==> src/rtl/sudoku_pkg.sv <==
// Shared constants for the 4x4 Sudoku board datapath: geometry, FSM encodings,
// the fixed solution used for hints, and the scan-group cell selection.
package sudoku_pkg;

  localparam int BOX  = 2;
  localparam int GRID = BOX * BOX;
  localparam int VW   = 3;

  localparam logic [1:0] S_IDLE = 2'd0;
  localparam logic [1:0] S_SCAN = 2'd1;
  localparam logic [1:0] S_DONE = 2'd2;

  localparam logic [VW-1:0] SOLN [16] = '{
    3'd1, 3'd2, 3'd3, 3'd4,
    3'd3, 3'd4, 3'd1, 3'd2,
    3'd2, 3'd1, 3'd4, 3'd3,
    3'd4, 3'd3, 3'd2, 3'd1
  };

  // Cell index {row,col} of member k of group g: 0..3 rows, 4..7 cols, 8..11 boxes.
  function automatic logic [3:0] grp_cell(input logic [3:0] g, input logic [1:0] k);
    logic [1:0] r;
    logic [1:0] c;
    if (g < 4'd4) begin
      r = g[1:0];
      c = k;
    end else if (g < 4'd8) begin
      r = k;
      c = g[1:0];
    end else begin
      r = {g[1], k[1]};
      c = {g[0], k[0]};
    end
    return {r, c};
  endfunction

endpackage

==> src/rtl/sudoku_board_dp_if.sv <==
// Control/data bundle between the game FSM / display and the board datapath.
interface sudoku_board_dp_if;
  import sudoku_pkg::*;

  logic          hint_load;
  logic [7:0]    fill_flag;
  logic          wr_en;
  logic [1:0]    wr_row;
  logic [1:0]    wr_col;
  logic [VW-1:0] wr_val;
  logic          check;
  logic [1:0]    rd_row;
  logic [1:0]    rd_col;
  logic [VW-1:0] rd_val;
  logic          busy;
  logic          done;
  logic          solved;
  logic          wr_rej;

  modport master (
    output hint_load, fill_flag, wr_en, wr_row, wr_col, wr_val, check, rd_row, rd_col,
    input  rd_val, busy, done, solved, wr_rej
  );

  modport slave (
    input  hint_load, fill_flag, wr_en, wr_row, wr_col, wr_val, check, rd_row, rd_col,
    output rd_val, busy, done, solved, wr_rej
  );

endinterface

==> src/rtl/sudoku_group_chk.sv <==
// Combinational check of one row/col/box: fails on an empty cell, an
// out-of-range value, or any repeated digit.
module sudoku_group_chk
  import sudoku_pkg::*;
(
  input  logic [3:0][VW-1:0] vals,
  output logic               fail
);

  logic [GRID-1:0] seen_s;
  logic [GRID-1:0] oh_s;

  // Accumulate a one-hot seen mask and flag any collision.
  always_comb begin
    seen_s = '0;
    oh_s   = '0;
    fail   = 1'b0;
    for (int k = 0; k < 4; k++) begin
      if ((vals[k] == '0) || (vals[k] > VW'(GRID))) begin
        fail = 1'b1;
      end else begin
        oh_s = GRID'(1) << (vals[k] - 3'd1);
        if (|(seen_s & oh_s)) begin
          fail = 1'b1;
        end else begin
          seen_s = seen_s | oh_s;
        end
      end
    end
  end

endmodule

==> src/rtl/sudoku_board_dp.sv <==
// 4x4 Sudoku board: hint loading, guarded player writes, and a 12-cycle
// row/col/box scan that reports done/solved back to the game FSM.
module sudoku_board_dp
  import sudoku_pkg::*;
(
  input logic              clka,
  input logic              restart,
  sudoku_board_dp_if.slave bus
);

  logic [VW-1:0]     cell_r [16];
  logic [15:0]       lock_r;
  logic [1:0]        state_r;
  logic [3:0]        gidx_r;
  logic              fail_r;
  logic              busy_r;
  logic              done_r;
  logic              solved_r;
  logic              wr_rej_r;

  logic [3:0]        waddr_s;
  logic              wr_ok_s;
  logic [3:0][VW-1:0] grp_vals_s;
  logic              grp_fail_s;

  assign waddr_s    = {bus.wr_row, bus.wr_col};
  assign bus.rd_val = cell_r[{bus.rd_row, bus.rd_col}];
  assign bus.busy   = busy_r;
  assign bus.done   = done_r;
  assign bus.solved = solved_r;
  assign bus.wr_rej = wr_rej_r;

  // Write is legal only to an unlocked cell with an in-range value.
  always_comb begin
    if (!lock_r[waddr_s] && (bus.wr_val <= VW'(GRID))) begin
      wr_ok_s = 1'b1;
    end else begin
      wr_ok_s = 1'b0;
    end
  end

  // Gather the four cells of the group currently being scanned.
  always_comb begin
    grp_vals_s = '0;
    for (int k = 0; k < 4; k++) begin
      grp_vals_s[k] = cell_r[grp_cell(gidx_r, k[1:0])];
    end
  end

  sudoku_group_chk u_chk (
    .vals (grp_vals_s),
    .fail (grp_fail_s)
  );

  // Board storage, scan FSM and registered status outputs.
  always_ff @(posedge clka) begin
    if (restart) begin
      for (int i = 0; i < 16; i++) begin
        cell_r[i] <= '0;
      end
      lock_r   <= 16'h0000;
      state_r  <= S_IDLE;
      gidx_r   <= 4'd0;
      fail_r   <= 1'b0;
      busy_r   <= 1'b0;
      done_r   <= 1'b0;
      solved_r <= 1'b0;
      wr_rej_r <= 1'b0;
    end else begin
      done_r   <= 1'b0;
      wr_rej_r <= 1'b0;
      case (state_r)
        S_IDLE: begin
          if (bus.hint_load) begin
            for (int i = 0; i < 8; i++) begin
              cell_r[i] <= bus.fill_flag[i] ? SOLN[i] : '0;
            end
            for (int i = 8; i < 16; i++) begin
              cell_r[i] <= '0;
            end
            lock_r   <= {8'h00, bus.fill_flag};
            solved_r <= 1'b0;
          end else if (bus.wr_en) begin
            if (wr_ok_s) begin
              cell_r[waddr_s] <= bus.wr_val;
            end else begin
              wr_rej_r <= 1'b1;
            end
          end else begin
            wr_rej_r <= 1'b0;
          end
          if (bus.check) begin
            state_r  <= S_SCAN;
            gidx_r   <= 4'd0;
            fail_r   <= 1'b0;
            busy_r   <= 1'b1;
            solved_r <= 1'b0;
          end else begin
            state_r  <= S_IDLE;
          end
        end
        S_SCAN: begin
          fail_r   <= fail_r | grp_fail_s;
          wr_rej_r <= bus.wr_en;
          if (gidx_r >= 4'd11) begin
            state_r <= S_DONE;
            busy_r  <= 1'b0;
          end else begin
            gidx_r  <= gidx_r + 4'd1;
          end
        end
        S_DONE: begin
          done_r   <= 1'b1;
          solved_r <= ~fail_r;
          wr_rej_r <= bus.wr_en;
          state_r  <= S_IDLE;
        end
        default: begin
          state_r <= S_IDLE;
          busy_r  <= 1'b0;
        end
      endcase
    end
  end

endmodule

==> src/flat_wrapper.sv <==
// flat-port wrapper written by rule: the top's interface ports become plain ports
module sudoku_board_dp_flat import sudoku_pkg::*;
  (clka, restart, bus_hint_load, bus_fill_flag, bus_wr_en, bus_wr_row, bus_wr_col, bus_wr_val, bus_check, bus_rd_row, bus_rd_col, bus_rd_val, bus_busy, bus_done, bus_solved, bus_wr_rej);
  sudoku_board_dp_if bus_i ();
  input logic clka;
  input logic restart;
  input wire logic [$bits(bus_i.hint_load)-1:0] bus_hint_load;
  input wire logic [$bits(bus_i.fill_flag)-1:0] bus_fill_flag;
  input wire logic [$bits(bus_i.wr_en)-1:0] bus_wr_en;
  input wire logic [$bits(bus_i.wr_row)-1:0] bus_wr_row;
  input wire logic [$bits(bus_i.wr_col)-1:0] bus_wr_col;
  input wire logic [$bits(bus_i.wr_val)-1:0] bus_wr_val;
  input wire logic [$bits(bus_i.check)-1:0] bus_check;
  input wire logic [$bits(bus_i.rd_row)-1:0] bus_rd_row;
  input wire logic [$bits(bus_i.rd_col)-1:0] bus_rd_col;
  output wire logic [$bits(bus_i.rd_val)-1:0] bus_rd_val;
  output wire logic [$bits(bus_i.busy)-1:0] bus_busy;
  output wire logic [$bits(bus_i.done)-1:0] bus_done;
  output wire logic [$bits(bus_i.solved)-1:0] bus_solved;
  output wire logic [$bits(bus_i.wr_rej)-1:0] bus_wr_rej;
  assign bus_i.hint_load = bus_hint_load;
  assign bus_i.fill_flag = bus_fill_flag;
  assign bus_i.wr_en = bus_wr_en;
  assign bus_i.wr_row = bus_wr_row;
  assign bus_i.wr_col = bus_wr_col;
  assign bus_i.wr_val = bus_wr_val;
  assign bus_i.check = bus_check;
  assign bus_i.rd_row = bus_rd_row;
  assign bus_i.rd_col = bus_rd_col;
  assign bus_rd_val = bus_i.rd_val;
  assign bus_busy = bus_i.busy;
  assign bus_done = bus_i.done;
  assign bus_solved = bus_i.solved;
  assign bus_wr_rej = bus_i.wr_rej;
  sudoku_board_dp u_core (.clka(clka), .restart(restart), .bus(bus_i));
endmodule
==> config.mk <==
export PLATFORM = sky130hd
export DESIGN_NAME = sudoku_board_dp_flat
export DESIGN_NICKNAME = d
export VERILOG_FILES = /design/src/rtl/sudoku_pkg.sv /design/src/rtl/sudoku_board_dp_if.sv /design/src/rtl/sudoku_group_chk.sv /design/src/rtl/sudoku_board_dp.sv /design/src/flat_wrapper.sv
export SDC_FILE = /design/constraint.sdc
export NUM_CORES = 1
export LEC_CHECK = 0
export ABC_CLOCK_PERIOD_IN_PS = 3300
export CORE_MARGIN = 10
export CORE_UTILIZATION = 60
export CTS_CLUSTER_DIAMETER = 80
export DETAILED_ROUTE_END_ITERATION = 10
export PLACE_DENSITY = 0.88
export SETUP_SLACK_MARGIN = 0.5
export SYNTH_ARGS = -nofsm -noshare
export SYNTH_HDL_FRONTEND = slang
export SYNTH_HIERARCHICAL = 1
export SYNTH_SLANG_ARGS = --single-unit
==> constraint.sdc <==
create_clock -name clka -period 3.3 [get_ports clka]
set_input_delay 0.495 -clock clka [delete_from_list [all_inputs] [get_ports clka]]
set_output_delay 0.495 -clock clka [all_outputs]
set_load 0.01 [all_outputs]
Word level (Yosys, flattened, before mapping)
Memories as Yosys holds them, arrays and structs flattened.
Cells that the tools add are included.
{ "totals": {"register_bits": 19, "mem_bits_rw": 48, "in_bits": 24, "output_inout_bits": 7, "word_cells": 167, "n_memories": 1} }
{ "classes": {"add_sub_neg": 5, "magnitude_cmp": 9, "n_eq_ne": 6, "shifts": 4, "mux": 87, "bitwise_logic": 24, "reduce_logical": 23} }
{ "mem_list": {"columns": ["name", "words", "word_bits", "rd", "rd_clocked_by_memory_dff", "write_ports", "line_no", "rtl"], "rows": [
  ["u_core.cell_r", 16, 3, 5, 0, 16, "sudoku_board_dp.sv:11", "logic [VW-1:0] cell_r [16];"]
]} }
{ "op_table": {"columns": ["cell", "n"], "rows": [
  ["3-bit two-way mux", 19],
  ["2-bit two-way mux", 19],
  ["1-bit two-way mux", 34],
  ["4-bit two-way mux", 8],
  ["1-bit OR", 17],
  ["1-bit by 3-bit << shifter with 4-bit output, first input constant", 4],
  ["4-bit bitwise AND", 3],
  ["3-bit > comparator, second input constant", 4],
  ["3-bit zero test", 4],
  ["4-bit OR reduction", 3],
  ["3-bit by 1-bit subtractor with 3-bit output, second input constant", 4],
  ["4-bit OR", 2],
  ["4-bit case mux with 2 select lines", 1],
  ["1-bit case mux with 2 select lines", 3],
  ["2-bit AND reduction", 3],
  ["3-bit AND reduction", 2],
  ["4-bit by 5-bit less-than comparator with 1-bit output, second input constant", 1],
  ["4-bit by 1-bit adder with 4-bit output, second input constant", 1],
  ["1-bit binary-select mux with 4-bit select", 1],
  ["4-bit >= comparator, second input constant", 1],
  ["1-bit logical OR", 4],
  ["4-bit by 3-bit less-than comparator with 1-bit output, second input constant", 1],
  ["4-bit less-than comparator, second input constant", 1],
  ["2-bit inequality test, second input constant", 2],
  ["14 further kinds", 16]
]} }

Logic depth before layout (Yosys ltp)
An unclocked memory read counts as a cell.
{ "depth": {"depth_word": 21, "depth_mapped": 13, "mapped_depth_nobuf": 11} }

Cells and area by module
The synthesis kept the hierarchy.
{ "modules_own_cells": {"columns": ["module", "instances", "cells_each", "area_per_inst_um2", "seq_area_each_um2"], "rows": [
  ["sudoku_board_dp", 1, 499, 4490.6, 1821.7],
  ["sudoku_group_chk", 1, 41, 315.3, 0.0]
]} }

Least setup slack after synthesis
No wires, ideal clock.
{ "synth_path": {"path_type": "register to register", "startpoint": "register u_core.gidx_r[0]", "endpoint": "register u_core.fail_r", "setup_time_ns": 0.078, "t_arrival_ns": 2.873, "required_time_ns": 3.222, "path_slack_ns": 0.349, "stages_incl_launch_ff": 12, "path_buffers": 1, "synth_period_minus_slack_ns": 2.951, "path_cell_list": "dfxtp_1 clkbuf_1 nand3b_1 mux2i_1 a221oi_1 a2bb2oi_1 or3b_4 a2111oi_4 a2111oi_1 o2111ai_1 a21oi_1 nor3_1"} }
{ "synth_lines": {"columns": ["item", "line_no", "rtl"], "rows": [
  ["start: declaration", "sudoku_board_dp.sv:14", "logic [3:0] gidx_r;"],
  ["start signal: assignment", "sudoku_board_dp.sv:109", "gidx_r <= gidx_r + 4'd1;"],
  ["end signal: assignment", "sudoku_board_dp.sv:103", "fail_r <= fail_r | grp_fail_s;"],
  ["end: declaration", "sudoku_board_dp.sv:15", "logic fail_r;"]
]} }

==> flow_summary_export.csv <==
group,metric,value,unit
outcome,status,"completed",
clocking,root_buffer,"clkbuf_8",
clocking,cts_buffers,9,
sta,slew_violations,0,
global_routing,grt_use_total,26.7,%
sta,fmax,345,MHz
sta,rsz0062_at_grt,"yes",
floorplanning,die_w,109,um
yosys,syn-instance-count,540,
detailed_routing,initialDrtViolationCount,660,
global_routing,grt_max_degree,26,
layout,nets,617,
layout,final_util,74.4,%
yosys,synth_edf_count,48,
layout,drive_gt1_share,20.9,%
detailed_routing,ant_nets,0,
sta,skew,0.00793,ns
global_routing,grt_pass1_wl,24.7,mm
floorplanning,dieArea,0.0120,mm2
yosys,ys_types,61,
detailed_routing,routedWlPerCell,22.7,um
clocking,cts.sinks,67,
critical_path,required,3.53,ns
floorplanning,core,0.00777,mm2
yosys,synth_area_leaders,"edfxtp_1, mux4_2, dfxtp_1",
clocking,cts_max_path_buffers,2,
yosys,syn_area_per_cell,8.90,um2
critical_path,start_kind,"flop",
layout,post-route-cell-area,0.00578,mm2
critical_path,cp_data_arrival_time,3.13,ns
sta,fin_setup_tns,0,ns
critical_path,slowest_delay,0.38,ns
global_routing,grtUsageMet3,4.62,%
yosys,syn_area,0.00481,mm2
critical_path,path_cells,"nand3b_1 -> buf_6 -> mux2i_1 -> nand2_1 -> o221ai_1 -> a22oi_2 -> nor4bb_1 -> o32a_1 -> a2111oi_2 -> o2111ai_2 -> a21oi_2 -> nor3_1",
yosys,syn_nets,569,
critical_path,crit_buf_inv,1,
layout,areaGrowthSynthToFinish,20.2,%
detailed_routing,drc_errors,0,
sta,period_share,87.8,%
yosys,synth_top_area_cell,"edfxtp_1",
critical_path,cp_top_family,"compound AO/OA/AOI/OAI gates",
sta,final_hold_viol_count,0,
sta,slew_headroom,63.6,%
floorplanning,start_util,61.9,%
clocking,hold_buffers,0,
global_routing,met2_usage,44.3,%
yosys,synth_top_area_share,30.0,%
yosys,synth_flop_cell,"edfxtp_1",
yosys,yosysSeqAreaShare,37.9,%
detailed_routing,routed_wl,15.8,mm
floorplanning,die_h,109,um
layout,n_antenna_cell,0,
min_path,min_path_type,"flop to flop",
flow_run,cap_violations,0,
global_routing,grt_pass1_vias,4584,
global_routing,grt_antenna_before_repair,0,
detailed_routing,routed-via-count,4797,
critical_path,critPathSlowestCell,"dfxtp_4",
power,max-vdd-ir-drop,0.373,mV
yosys,ys_async_sr_fraction,0,%
global_routing,grt-busiest-layer,"met2",
place,routabilityCongestion,1.01,
sta,finalCriticalPeriod,2.90,ns
critical_path,crit_type,"flop to flop",
layout,fillerInstances,537,
global_routing,gr-total-overflow,0,
floorplanning,io_pins,31,
place,postPlaceCellArea,0.00539,mm2
global_routing,grtUsageMet1,32.5,%
critical_path,end_kind,"flop",
place,io_buffers,30,
power,leakage,2.04,nW
yosys,ys_seq_elements,67,
clocking,cts_max_level,3,
sta,finalSetupViolations,0,
detailed_routing,via_per_inst,6.90,
power,p_per_area,352,mW/mm2
clocking,clock_latency,0.34,ns
place,dp_hpwl,11.9,mm
detailed_routing,dr.pass1.iters,6,
yosys,yosys_warnings,6,
clocking,cts_tree,"yes",
floorplanning,num_rows,32,
sta,worst_pin_slew,0.544,ns
critical_path,cp_max_fo,8,
clocking,clk_pin_slew_worst_paths,0.08,ns
[cell families after synthesis]
kind of cell,synth area share [%]
AND/OR/NAND/NOR,20.7
AO/OA/AOI/OAI,22.4
flip-flops,37.9
buffers and inverters,4.22
multiplexers,12.9
adder cells (fa/ha/maj),1.30
XOR/XNOR,0.547
[sequential cells by signal (all words and copies together), names as in the netlist]
| name | cells |
|---|---|
| u_core/fail_r | 1 |
| u_core/lock_r | 8 |
| u_core/bus.solved | 1 |
| u_core/state_r | 2 |
| u_core/cell_r | 48 |
| u_core/bus.done | 1 |
| u_core/bus.wr_rej | 1 |
| u_core/bus.busy | 1 |
| u_core/gidx_r | 4 |
[layout make-up]
| class | instances | area (um2) | share of cell area, % |
|---|---|---|---|
| Sequential cell | 67 | 1830 | 31.6 |
| Multi-Input combinational cell | 424 | 2920 | 50.6 |
| Timing Repair Buffer | 75 | 679 | 11.8 |
| Tap cell | 102 | 128 | 2.21 |
| Clock buffer | 9 | 124 | 2.14 |
| Clock inverter | 7 | 52.6 | 0.910 |
| Inverter | 11 | 45.0 | 0.780 |
[through the flow]
stage / hold WS [ns] / std cells / total power [mW] / setup slack [ns]
floorplan: 0.429 / 540 / 1.24 / 0.530
detailed placement: 0.461 / 671 / 1.40 / 0.0614
global placement: 0.445 / 671 / 1.39 / 0.142
CTS: 0.474 / 695 / 2.02 / 0.435
finish: 0.478 / 695 / 2.03 / 0.401
global route: 0.486 / 695 / 2.10 / 0.253
[worst paths after layout]
kind                            startpoint                            end  slack (ns)  depth (start not counted)
max reg2reg  u_core/gidx_r[3]$_SDFFE_PP0P_     u_core/fail_r$_SDFFE_PP0P_        0.40                         12
min          u_core/lock_r[2]$_SDFFE_PP0P_  u_core/lock_r[2]$_SDFFE_PP0P_        0.48                          2
min reg2reg  u_core/lock_r[2]$_SDFFE_PP0P_  u_core/lock_r[2]$_SDFFE_PP0P_        0.48                          2
max          u_core/gidx_r[3]$_SDFFE_PP0P_     u_core/fail_r$_SDFFE_PP0P_        0.40                         12
[worst register-to-register path, stage by stage (launching register included)]
cell       delay, ns
dfxtp_4         0.38
nand3b_1        0.27
buf_6           0.21
mux2i_1         0.24
nand2_1         0.09
o221ai_1        0.10
a22oi_2         0.19
nor4bb_1        0.19
o32a_1          0.32
a2111oi_2       0.37
o2111ai_2       0.23
a21oi_2         0.15
nor3_1          0.05
[repair_timing]
item / CTS / global route
pin swaps: 6 / 1
resized for setup: 36 / 16
setup endpoints to repair: 7 / 28
gates cloned: 1 / 0
buffers inserted: 7 / 0
[Yosys cell counts, types with 3 or more instances]
library cell,count
o32a_1,4
nand3b_1,7
a31oi_1,3
nor2_1,73
and2_1,3
mux2_2,3
mux4_2,19
o22a_1,3
ha_1,5
edfxtp_1,48
buf_1,5
o21ai_1,3
a2bb2oi_1,9
o221ai_1,5
a211oi_1,10
nor2b_1,5
nand2_1,75
dfxtp_1,19
a22oi_1,8
mux2i_1,16
o21ai_2,3
inv_1,11
clkbuf_1,28
nor3_1,5
nand3_1,12
a221oi_1,4
buf_2,3
a211o_1,5
nand2b_1,11
nor3b_1,4
a21oi_1,40
or2_2,4
o22ai_1,5
o21ai_0,46
[metal layers]
layer	share of wire, %	up-vias	wire length (um)
li1	-	2130	-
met1	37	2198	5850
met2	48	396	7510
met3	10	73	1600
met4	5.3	0	830
met5	0	-	0
[layout by cell type, fill, tap and decap left out, types with 5 or more instances in the layout]
cell / n
o221ai_1: 5
mux2i_1: 14
a211oi_1: 9
buf_4: 41
inv_1: 10
nand2_1: 73
a211o_1: 5
nor3_1: 5
o21ai_2: 5
clkbuf_8: 9
clkdlybuf4s50_1: 25
nand3b_1: 7
o21ai_0: 37
a2bb2oi_1: 8
ha_1: 5
nor2_1: 71
nand3_1: 12
o22ai_1: 5
edfxtp_1: 48
a21oi_1: 37
a22oi_1: 6
nand2b_1: 11
o21ai_1: 10
mux4_2: 19
dfxtp_1: 16
[power breakdown]
part / internal (mW) / total [mW] / switching, mW / leakage, nW
Sequential: 0.950 / 1.02 / 0.0674 / 0.683
Combinational: 0.198 / 0.408 / 0.210 / 1.27
Clock: 0.277 / 0.607 / 0.330 / 0.0852
No activity file was read; power rests on OpenSTA's default activity.
